==> src/rtl/seg7_scan_driver.sv <==
// ---------------------------------------------------------------------------
// seg7_scan_driver
//   Time-multiplexed driver for a NUM_DIGITS common-anode 7-segment display.
//   It holds a double-buffered copy of a packed BCD/hex word and scans one
//   digit per slot. Each slot starts with a short all-dark gap so the previous
//   digit's segments do not ghost onto the next anode. All outputs are
//   registered and active-low.
//
//   Build option: define SEG7_LZB_EN to add leading-zero blanking. A digit
//   k > 0 whose code is 0 shows no segments when every higher digit is also 0.
//   Its DP is still driven. Without the macro, no blanking logic is built.
//
// Parameters
//   NUM_DIGITS    digits scanned (1..8)
//   CLK_DIV       clock cycles per digit slot (>= 2)
//   BLANK_CYCLES  dark cycles at the start of each slot (0..CLK_DIV-1)
//   HEX_MODE      1: codes 10-15 show A b C d E F; 0: codes 10-15 are blank
//
// Ports
//   iClk     in   system clock, rising edge
//   iRst_n   in   asynchronous active-low reset
//   iData    in   packed 4-bit codes, digit 0 = iData[3:0] (rightmost)
//   iDp      in   decimal-point request per digit, 1 = lit
//   iLoad    in   one-cycle strobe that captures iData/iDp
//   oAn      out  anode select, active-low, at most one low
//   oSeg     out  segments {g,f,e,d,c,b,a}, active-low
//   oDp      out  decimal point, active-low
//   oFrame   out  one-cycle pulse when the scan wraps back to digit 0
// ---------------------------------------------------------------------------
module seg7_scan_driver #(
  parameter int NUM_DIGITS   = 4,
  parameter int CLK_DIV      = 50000,
  parameter int BLANK_CYCLES = 2,
  parameter int HEX_MODE     = 0
) (
  input  logic                    iClk,
  input  logic                    iRst_n,
  input  logic [4*NUM_DIGITS-1:0] iData,
  input  logic [NUM_DIGITS-1:0]   iDp,
  input  logic                    iLoad,
  output logic [NUM_DIGITS-1:0]   oAn,
  output logic [6:0]              oSeg,
  output logic                    oDp,
  output logic                    oFrame
);

  localparam int PRE_W = $clog2(CLK_DIV);
  localparam int IDX_W = (NUM_DIGITS > 1) ? $clog2(NUM_DIGITS) : 1;
  localparam logic [PRE_W-1:0] PRE_LAST = PRE_W'(CLK_DIV - 1);
  localparam logic [IDX_W-1:0] IDX_LAST = IDX_W'(NUM_DIGITS - 1);

  logic [PRE_W-1:0]        r_prescale;
  logic [IDX_W-1:0]        r_idx;
  logic [4*NUM_DIGITS-1:0] r_pendData;
  logic [NUM_DIGITS-1:0]   r_pendDp;
  logic                    r_pendValid;
  logic [4*NUM_DIGITS-1:0] r_actData;
  logic [NUM_DIGITS-1:0]   r_actDp;

  logic                    w_wrap;
  logic [4*NUM_DIGITS-1:0] w_actDataNext;
  logic [NUM_DIGITS-1:0]   w_actDpNext;
  logic [3:0]              w_code;
  logic [6:0]              w_segDigit;
  logic                    w_inBlank;
  logic [NUM_DIGITS-1:0]   w_anSel;

  // Active-low gfedcba patterns. Codes 10-15 decode only in hex mode.
  function automatic logic [6:0] f_decode(input logic [3:0] code);
    logic [6:0] seg;
    seg = 7'h7F;
    case (code)
      4'h0: seg = 7'b1000000;
      4'h1: seg = 7'b1111001;
      4'h2: seg = 7'b0100100;
      4'h3: seg = 7'b0110000;
      4'h4: seg = 7'b0011001;
      4'h5: seg = 7'b0010010;
      4'h6: seg = 7'b0000010;
      4'h7: seg = 7'b1111000;
      4'h8: seg = 7'b0000000;
      4'h9: seg = 7'b0010000;
      4'hA: seg = (HEX_MODE != 0) ? 7'b0001000 : 7'h7F;
      4'hB: seg = (HEX_MODE != 0) ? 7'b0000011 : 7'h7F;
      4'hC: seg = (HEX_MODE != 0) ? 7'b1000110 : 7'h7F;
      4'hD: seg = (HEX_MODE != 0) ? 7'b0100001 : 7'h7F;
      4'hE: seg = (HEX_MODE != 0) ? 7'b0000110 : 7'h7F;
      4'hF: seg = (HEX_MODE != 0) ? 7'b0001110 : 7'h7F;
      default: seg = 7'h7F;
    endcase
    return seg;
  endfunction

  // Slot prescaler and digit index. The index advances once per slot.
  always_ff @(posedge iClk or negedge iRst_n) begin
    if (!iRst_n) begin
      r_prescale <= '0;
      r_idx      <= '0;
    end else if (r_prescale == PRE_LAST) begin
      r_prescale <= '0;
      r_idx      <= (r_idx == IDX_LAST) ? '0 : r_idx + 1'b1;
    end else begin
      r_prescale <= r_prescale + 1'b1;
    end
  end

  assign w_wrap = (r_prescale == PRE_LAST) && (r_idx == IDX_LAST);

  // The frame boundary is the cycle oFrame is high, which is the first
  // cycle of the digit-0 slot. Decoding in that cycle already uses the
  // next active value, so a load there or a pending load is shown for the
  // whole new frame and no frame is ever torn.
  always_comb begin
    w_actDataNext = r_actData;
    w_actDpNext   = r_actDp;
    if (oFrame) begin
      if (iLoad) begin
        w_actDataNext = iData;
        w_actDpNext   = iDp;
      end else if (r_pendValid) begin
        w_actDataNext = r_pendData;
        w_actDpNext   = r_pendDp;
      end
    end
  end

  // Pending and active buffers. When several loads arrive in one frame,
  // the last load wins.
  always_ff @(posedge iClk or negedge iRst_n) begin
    if (!iRst_n) begin
      r_pendData  <= '0;
      r_pendDp    <= '0;
      r_pendValid <= 1'b0;
      r_actData   <= '0;
      r_actDp     <= '0;
    end else begin
      r_actData <= w_actDataNext;
      r_actDp   <= w_actDpNext;
      if (oFrame) begin
        r_pendValid <= 1'b0;
      end else if (iLoad) begin
        r_pendData  <= iData;
        r_pendDp    <= iDp;
        r_pendValid <= 1'b1;
      end
    end
  end

  assign w_code    = w_actDataNext[{r_idx, 2'b00} +: 4];
  assign w_inBlank = (int'(r_prescale) < BLANK_CYCLES);
  assign w_anSel   = ~(NUM_DIGITS'(1) << r_idx);

`ifdef SEG7_LZB_EN
  logic [NUM_DIGITS-1:0] w_lzBlank;

  // Walk down from the most significant digit. A digit is blanked while
  // every code seen so far (itself included) is zero. Digit 0 is never blanked.
  always_comb begin
    logic zeroRun;
    zeroRun   = 1'b1;
    w_lzBlank = '0;
    for (int k = NUM_DIGITS - 1; k > 0; k--) begin
      zeroRun      = zeroRun & (w_actDataNext[4*k +: 4] == 4'h0);
      w_lzBlank[k] = zeroRun;
    end
  end

  assign w_segDigit = w_lzBlank[r_idx] ? 7'h7F : f_decode(w_code);
`else
  assign w_segDigit = f_decode(w_code);
`endif

  // Registered outputs. They lag the prescaler and index by one cycle.
  always_ff @(posedge iClk or negedge iRst_n) begin
    if (!iRst_n) begin
      oAn    <= '1;
      oSeg   <= 7'h7F;
      oDp    <= 1'b1;
      oFrame <= 1'b0;
    end else begin
      oFrame <= w_wrap;
      if (w_inBlank) begin
        oAn  <= '1;
        oSeg <= 7'h7F;
        oDp  <= 1'b1;
      end else begin
        oAn  <= w_anSel;
        oSeg <= w_segDigit;
        oDp  <= ~w_actDpNext[r_idx];
      end
    end
  end

endmodule

==> config.mk <==
export PLATFORM = sky130hd
export DESIGN_NAME = seg7_scan_driver
export DESIGN_NICKNAME = d
export VERILOG_FILES = /design/src/rtl/seg7_scan_driver.sv
export SDC_FILE = /design/constraint.sdc
export NUM_CORES = 1
export LEC_CHECK = 0
export CORE_MARGIN = 2
export CORE_UTILIZATION = 40
export DETAILED_ROUTE_END_ITERATION = 10
export PLACE_DENSITY = 0.64
export REMOVE_ABC_BUFFERS = 1
export SYNTH_ARGS = -nofsm -noshare
export SYNTH_HDL_FRONTEND = slang
export SYNTH_SLANG_ARGS = --single-unit
==> constraint.sdc <==
create_clock -name iClk -period 2.61 [get_ports iClk]
set_input_delay 0.522 -clock iClk [delete_from_list [all_inputs] [get_ports iClk]]
set_output_delay 0.522 -clock iClk [all_outputs]
set_load 0.05 [all_outputs]
# Word-level counts from Yosys, hierarchy flattened
# Memories as Yosys holds them, arrays and structs flattened.
# Index checks and enable logic that the tools add are counted.
[word_totals]
elab_cells = 41
in_bits = 23
out_inout_bits = 13
romBits = 112
reg_bits = 72
memories = 1
[classes]
bitwise = 3
reduce_logical = 3
eq_ne = 2
n_lt_le_gt_ge = 2
n_shift = 2
add_sub_neg = 2
muxes = 15
[mem_list]
columns = ["memory", "depth", "width", "read_ports", "rd_ports_with_merged_regs", "write_ports", "line", "text"]
rows = [
  ["(no name shown)", 16, 7, 1, 0, 0, "72", "case (code)"],
]
[op_table]
columns = ["operator", "count"]
rows = [
  ["16-bit two-way mux", 4],
  ["16-bit by 1-bit adder with 16-bit output (second input constant)", 1],
  ["16-bit == test (second input constant)", 1],
  ["16-bit by 2-bit < comparator with 1-bit output (second input constant)", 1],
  ["4-bit two-way mux", 4],
  ["16-bit by 5-bit indexed part select with 4-bit output", 1],
  ["7-bit two-way mux", 1],
  ["1-bit two-way mux", 4],
  ["4-bit NOT", 1],
  ["1-bit by 2-bit << shifter with 4-bit output (first input constant)", 1],
  ["2-bit by 3-bit < comparator with 1-bit output (second input constant)", 1],
  ["2-bit by 1-bit adder with 2-bit output (second input constant)", 1],
  ["1-bit binary-select mux with 2-bit select", 1],
  ["2-bit == test (second input constant)", 1],
  ["2-bit two-way mux", 1],
  ["1-bit NOT", 2],
  ["2-bit AND reduction", 1],
  ["2-bit nonzero test", 1],
  ["1-bit logical AND", 1],
]

# Longest topological paths before layout
# Gate-level depths: netlist of the first run.
[logic_depth]
depth_word = 7
ltp_mapped = 9
ltp_nobuf = 8

# Worst setup path after synthesis of the first run
# OpenSTA, ideal clock, no wires.
[synth_path]
kind = "register to register"
startpoint = "register oFrame"
endpoint = "register oSeg[4]"
synth_period_minus_slack_ns = 2.514
t_arrival_ns = 2.433
stages_incl_launch_ff = 8
n_path_buf = 1
setup_time_ns = 0.081
slack_ns = 0.096
path_cell_list = "dfrtp_1 > buf_2 > nand2_2 > o221a_2 > mux4_2 > ha_1 > mux2_1 > a32oi_1"
[synth_via]
elab_chain_cells = 4
[synth_rtl]
columns = ["item", "line", "text"]
rows = [
  ["start: declaration", "44", "output logic oFrame"],
  ["start signal: assignment", "181", "oFrame <= w_wrap;"],
  ["16-bit two-way mux", "116", "if (oFrame) begin"],
  ["net w_actDataNext[9]", "61", "logic [4*NUM_DIGITS-1:0] w_actDataNext;"],
  ["16-bit by 5-bit indexed part select with 4-bit output", "149", "assign w_code = w_actDataNext[{r_idx, 2'b00} +: 4];"],
  ["memory 16 x 7 bit", "--", ""],
  ["7-bit two-way mux", "182", "if (w_inBlank) begin"],
  ["end signal: assignment", "188", "oSeg <= w_segDigit;"],
  ["end: declaration", "42", "output logic [6:0] oSeg,"],
]
# The timed path passes the listed nets, and every way through them passes these cells.
# A chain may end at the register's enable or synchronous reset.

# Worst setup path in the final report of the first run
[layout_path]
startpoint = "register oFrame"
endpoint = "register oSeg[1]"
# The elaborated chain is that of the path after synthesis.

==> impl_metrics.yaml, run 1 <==
sta:
  drv_slew: 0
  worstMarginPinSlew_ns: 0.644
  fin_crit_ns: 2.31
  layout_setup_ws_ns: 0.303
  fin_crit_sh: 0.884
  setup_viol: 0
  final_hold_viol_count: 0
  slew_headroom: 0.567
  fin_setup_tns_ns: 0
  rsz0062_at_grt: "no"
  fin_worst_skew_ns: 0.00907
  max_freq_mhz: 433
drt:
  num_vias: 2392
  wl_um: 7200
  drc_errors: 0
  postRouteAntennaNets: 0
  wire_per_inst_um: 16.0
  first_pass_iters: 4
  drt_iter0_drc: 124
  vias_per_cell: 5.32
place:
  portBuffers: 35
  gp_congestion: 0.847
  dp_slack_ns: -0.313
  dp_hpwl_um: 5120
  dp_cells: 434
clocking:
  clock_latency_ns: 0.35
  cts_max_level: 3
  cts_tree: "done"
  cts_buffer_depth: 2
  numCtsBuffers: 9
  post_cts_buffers: 0
  path_clk_slew_ns: 0.08
  cts-root-buf: "clkbuf_8"
  cts.sinks: 72
yosys:
  synth_edf_count: 0
  syn-cell-area_sq_um: 3510
  synth_cell_types: 49
  synth_xor_area_frac: 0.0324
  synth-seq-cells: 72
  synthArstFlopShare: 1.00
  yosysSeqAreaShare: 0.518
  synth_top_family_by_area: "simple AND/OR/NAND/NOR gates"
  synthSimpleGateAreaFrac: 0.169
  yosys.area_share.adder: 0.0357
  yosys_warnings: 0
  syn_avg_cell_area_sq_um: 12.4
  synth_cells: 282
  synth_compound_area_frac: 0.104
  synth_ff_type: "dfrtp_1"
  muxShareOfSynthArea: 0.105
setup_path:
  path_max_fanout: 18
  worstPathRequired_ns: 2.87
  end_kind: "flop"
  crit_start: "oFrame$_DFF_PN0_"
  rr_startpoint: "oFrame$_DFF_PN0_"
  arrival_ns: 2.57
  crit_type: "flop to flop"
  reg2reg_slack_ns: 0.30
  startpoint_type: "flop"
run:
  maxCapViolations: 0
floorplan:
  io_pins: 36
  die_width_um: 97.7
  start_util: 0.408
  dieArea_sq_um: 9540
  core_region_area_sq_um: 8590
  std_cell_rows: 34
  die_h_um: 97.7
global_routing:
  antenna_found_initial: 0
  grt_overflow: 0
  grt_pass1_vias: 2432
  grt_max_degree: 33
  groute.usage.overall: 0.165
  grt_pass1_wl_um: 12400
power:
  ir_drop_v: 0.000197
  p_leak_nw: 1.91
  powerDensity_nw_per_um2: 523
cells_and_area:
  layout_commonest_cell: "dfrtp_1"
  nets: 370
  area_growth_pct: 22.6
  drive_gt1_frac: 0.254
  diodes: 0
  final_cells: 450
  final_cell_mix: "dfrtp_1 (60), clkdlybuf4s50_1 (32), buf_4 (21), nand2_1 (17)"
  fill_cells: 743
run_status:
  status: "complete, no violations"
min_path:
  hp-class: "primary input to asynchronous set/reset pin"
==> cell families (layout without fill, tap and decap cells) <==
group	count (synthesis)	after routing
and+or+nand+nor	94	94
AOI/OAI and AO/OA	41	41
buffers and inverters	24	84
muxes	28	28
adders and majority gates	10	10
DFF	72	72
xor gates and xnor gates	13	13
==> report_power, final <==
group	switching (mW)	leakage [nW]	internal [mW]	total (mW)
logic	0.0590	0.907	0.0806	0.140
registers	0.0137	0.898	1.15	1.16
clock network	0.417	0.110	0.535	0.952
==> critical path, stage by stage (launching register included) <==
cell,delay [ns]
dfrtp_1,0.50
buf_4,0.30
o21ai_4,0.12
a221oi_1,0.37
inv_1,0.11
mux4_2,0.55
a21oi_1,0.18
o21ai_1,0.10
==> state kept, by name, indices dropped and copies added (netlist names) <==
signal and flops:
r_idx 2, r_prescale 16, oAn 4, oFrame 1, r_pendData 16, r_actData 16, r_actDp 4, r_pendDp 4
oSeg 7, r_pendValid 1, oDp 1
==> layer usage <==
| layer | GRT usage | wire (um) | up-vias |
|---|---|---|---|
| met5 | 0 | 0 | - |
| met4 | 0.0780 | 178 | 0 |
| met3 | 0.0338 | 215 | 12 |
| met2 | 0.241 | 3260 | 46 |
| met1 | 0.234 | 3550 | 1183 |
| li1 | - | - | 1151 |
==> synth_stat cells, types with 5 or more instances <==
master | n | area share
mux4_2 | 5 | 0.032
o221a_2 | 6 | 0.019
nand2_1 | 17 | 0.018
nor2b_1 | 5 | 0.0089
mux2_1 | 7 | 0.022
nor4_1 | 7 | 0.012
inv_1 | 10 | 0.011
mux2_2 | 14 | 0.045
dfstp_2 | 12 | 0.090
ha_1 | 10 | 0.036
dfrtp_1 | 60 | 0.43
nand4bb_1 | 12 | 0.039
xnor2_1 | 6 | 0.015
xor2_1 | 7 | 0.017
and3_1 | 6 | 0.011
a22o_1 | 8 | 0.020
nand3_1 | 9 | 0.013
nor2_1 | 14 | 0.015
==> worst paths after layout <==
check | depth (start not counted) | to
setup reg to reg | 7 | oSeg[1]$_DFF_PN1_
setup / recovery | 7 | oSeg[1]$_DFF_PN1_
hold reg to reg | 1 | r_pendData[10]$_DFFE_PN0P_
hold / removal | 1 | r_pendDp[2]$_DFFE_PN0P_
max in group asynchronous | 2 | oSeg[1]$_DFF_PN1_
min in group iClk | 1 | r_pendData[10]$_DFFE_PN0P_
==> per-stage QoR <==
stage | instance area [sq um] | total power [mW] | util | hold slack (ns)
finish | 4300 | 2.25 | 0.501 | 0.153
global route | 4300 | 2.34 | 0.501 | 0.185
CTS | 4290 | 2.28 | 0.499 | 0.162
detailed placement | 4080 | 1.32 | 0.475 | 0.468
global placement | 4080 | 1.32 | 0.475 | 0.462
floorplan | 3420 | 1.23 | - | 0.226
==> timing repair <==
action / CTS / global route
hold buffers: 0 / 0
endpoints found under the setup margin: 0 / 6
gates resized for setup: 0 / 3
==> area by class of cell <==
| class | instances | area, sq um | area share |
|---|---|---|---|
| clock buffer | 10 | 128 | 0.0297 |
| clock inverter | 6 | 83.8 | 0.0195 |
| inverter | 11 | 41.3 | 0.00959 |
| multi-input combinational | 186 | 1570 | 0.365 |
| sequential | 72 | 1820 | 0.422 |
| tap | 108 | 135 | 0.0314 |
| timing repair buffer | 57 | 527 | 0.122 |
(Power assumes the default switching activity.)
==> run 2: changes to the inputs <==
--- a/config.mk
+++ b/config.mk
@@ -6,9 +6,9 @@
 export NUM_CORES = 1
 export LEC_CHECK = 0
 export CORE_MARGIN = 2
-export CORE_UTILIZATION = 40
+export CORE_UTILIZATION = 56
 export DETAILED_ROUTE_END_ITERATION = 10
-export PLACE_DENSITY = 0.64
+export PLACE_DENSITY = 0.83
 export REMOVE_ABC_BUFFERS = 1
 export SYNTH_ARGS = -nofsm -noshare
 export SYNTH_HDL_FRONTEND = slang
==> impl_metrics.yaml, run 2 (synthesis results as in run 1) <==
setup_path:
  worstPathRequired_ns: 2.88
  path_max_fanout: 9
  end_kind: "flop"
  startpoint_type: "flop"
  crit_chain: "buf_4 -> nand4bb_1 -> o221a_2 -> mux4_2 -> ha_1 -> mux2_1 -> a32oi_1"
  cpMaxStageDelayCell: "dfrtp_1"
  crit_type: "flop to flop"
  arrival_ns: 2.53
  cpPeakStageDelay_ns: 0.51
floorplan:
  core_region_area_sq_um: 5990
  io_pins: 36
  die_width_um: 83.2
  die_h_um: 83.2
  std_cell_rows: 28
  start_util: 0.586
  dieArea_sq_um: 6920
clocking:
  clock_latency_ns: 0.35
  cts_buffer_depth: 2
  postCtsHoldBufs: 0
  cts_max_level: 3
  cts-root-buf: "clkbuf_8"
  cts_tree: "done"
  cts.sinks: 72
  numCtsBuffers: 9
  path_clk_slew_ns: 0.07
power:
  powerDensity_nw_per_um2: 487
  p_total_mw: 2.05
  ir_drop_v: 0.000295
  p_leak_nw: 1.88
cells_and_area:
  layout_top_registers: "r_actData: 16 flops, r_pendData: 16 flops, r_prescale: 16 flops"
  final_cell_mix: "dfrtp_1 (60), clkdlybuf4s50_1 (32), buf_4 (21), nand2_1 (17)"
  nets: 369
  diodes: 0
  layout_commonest_cell: "dfrtp_1"
  final_area_sq_um: 4200
  final_util: 0.701
  area_growth_pct: 19.6
  drive_gt1_frac: 0.246
sta:
  final_hold_viol_count: 0
  slew_headroom: 0.584
  max_freq_mhz: 442
  rsz0062_at_grt: "no"
  drv_slew: 0
  fin_crit_ns: 2.26
  setup_viol: 0
  worstMarginPinSlew_ns: 0.618
  fin_worst_skew_ns: 0.0134
  layout_setup_ws_ns: 0.349
  timing.hold.ws_ns: 0.172
  fin_crit_sh: 0.866
drt:
  vias_per_cell: 5.98
  num_vias: 2488
  drc_errors: 0
  drt_iter0_drc: 199
  first_pass_iters: 4
  wire_per_inst_um: 17.4
  wl_um: 7240
  postRouteAntennaNets: 0
min_path:
  hp-class: "primary input to asynchronous set/reset pin"
global_routing:
  antenna_found_initial: 0
  grt_max_degree: 73
  grt_pass1_wl_um: 12300
  grt_overflow: 0
  grt_pass1_vias: 2493
  groute.usage.overall: 0.225
place:
  placed_area_sq_um: 4030
  gp_congestion: 0.893
  portBuffers: 35
  dp_hpwl_um: 5100
  dp_slack_ns: -0.307
run:
  maxCapViolations: 0
run_status:
  status: "complete, no violations"
-- run 2: timing repair --
| action | CTS | global route |
|---|---|---|
| buffers inserted | 0 | 0 |
| endpoints found under the setup margin | 0 | 7 |
| resized for setup | 0 | 2 |
-- run 2: layout make-up --
type                            instances  area, sq um
Multi-Input combinational cell        186         1570
Inverter                               11         41.3
Fill cell                             414         1790
Clock buffer                           12          135
Clock inverter                          4         22.5
Timing Repair Buffer                   56          515
Sequential cell                        72         1820
Tap cell                               75         93.8
-- run 2: worst max-delay path: cells and delay by family, from the launching register on --
kind                     cells  cell delay [ns]
multiplexers                 2             0.79
adder cells (fa/ha/maj)      1             0.24
flip-flops                   1             0.51
AND/OR/NAND/NOR              1             0.11
AO/OA/AOI/OAI                2             0.30
buffers and inverters        1             0.23
-- run 2: worst paths after layout --
kind	slack [ns]	to	from	cells past startpoint
max	0.35	oSeg[4]$_DFF_PN1_	oFrame$_DFF_PN0_	7
min	0.17	r_actDp[2]$_DFF_PN0_	iRst_n	2
max reg2reg	0.35	oSeg[4]$_DFF_PN1_	oFrame$_DFF_PN0_	7
min reg2reg	0.49	r_pendData[10]$_DFFE_PN0P_	r_pendData[10]$_DFFE_PN0P_	1
max in group asynchronous	2.10	oAn[3]$_DFF_PN1_	iRst_n	2
min in group iClk	0.49	r_pendData[10]$_DFFE_PN0P_	r_pendData[10]$_DFFE_PN0P_	1
-- run 2: where the power goes --
group / total, mW / switching, mW / internal (mW) / leakage (nW)
registers: 1.16 / 0.0152 / 1.15 / 0.898
clock network: 0.749 / 0.408 / 0.341 / 0.0801
logic: 0.135 / 0.0568 / 0.0783 / 0.903
-- run 2: per-layer routing --
metal,routed length (um),GRT usage,vias to the layer above
li1,-,-,1144
met2,3540,0.359,75
met3,386,0.0537,9
met5,0,0,-
met4,100,0.0745,0
met1,3210,0.303,1260
-- run 2: through the flow --
stage          TNS, ns  std cells
5_1_grt              0        416
3_5_place_dp     -1.90        400
6_report             0        416
4_1_cts              0        416
2_1_floorplan   -0.676        269
3_3_place_gp     -1.21        400
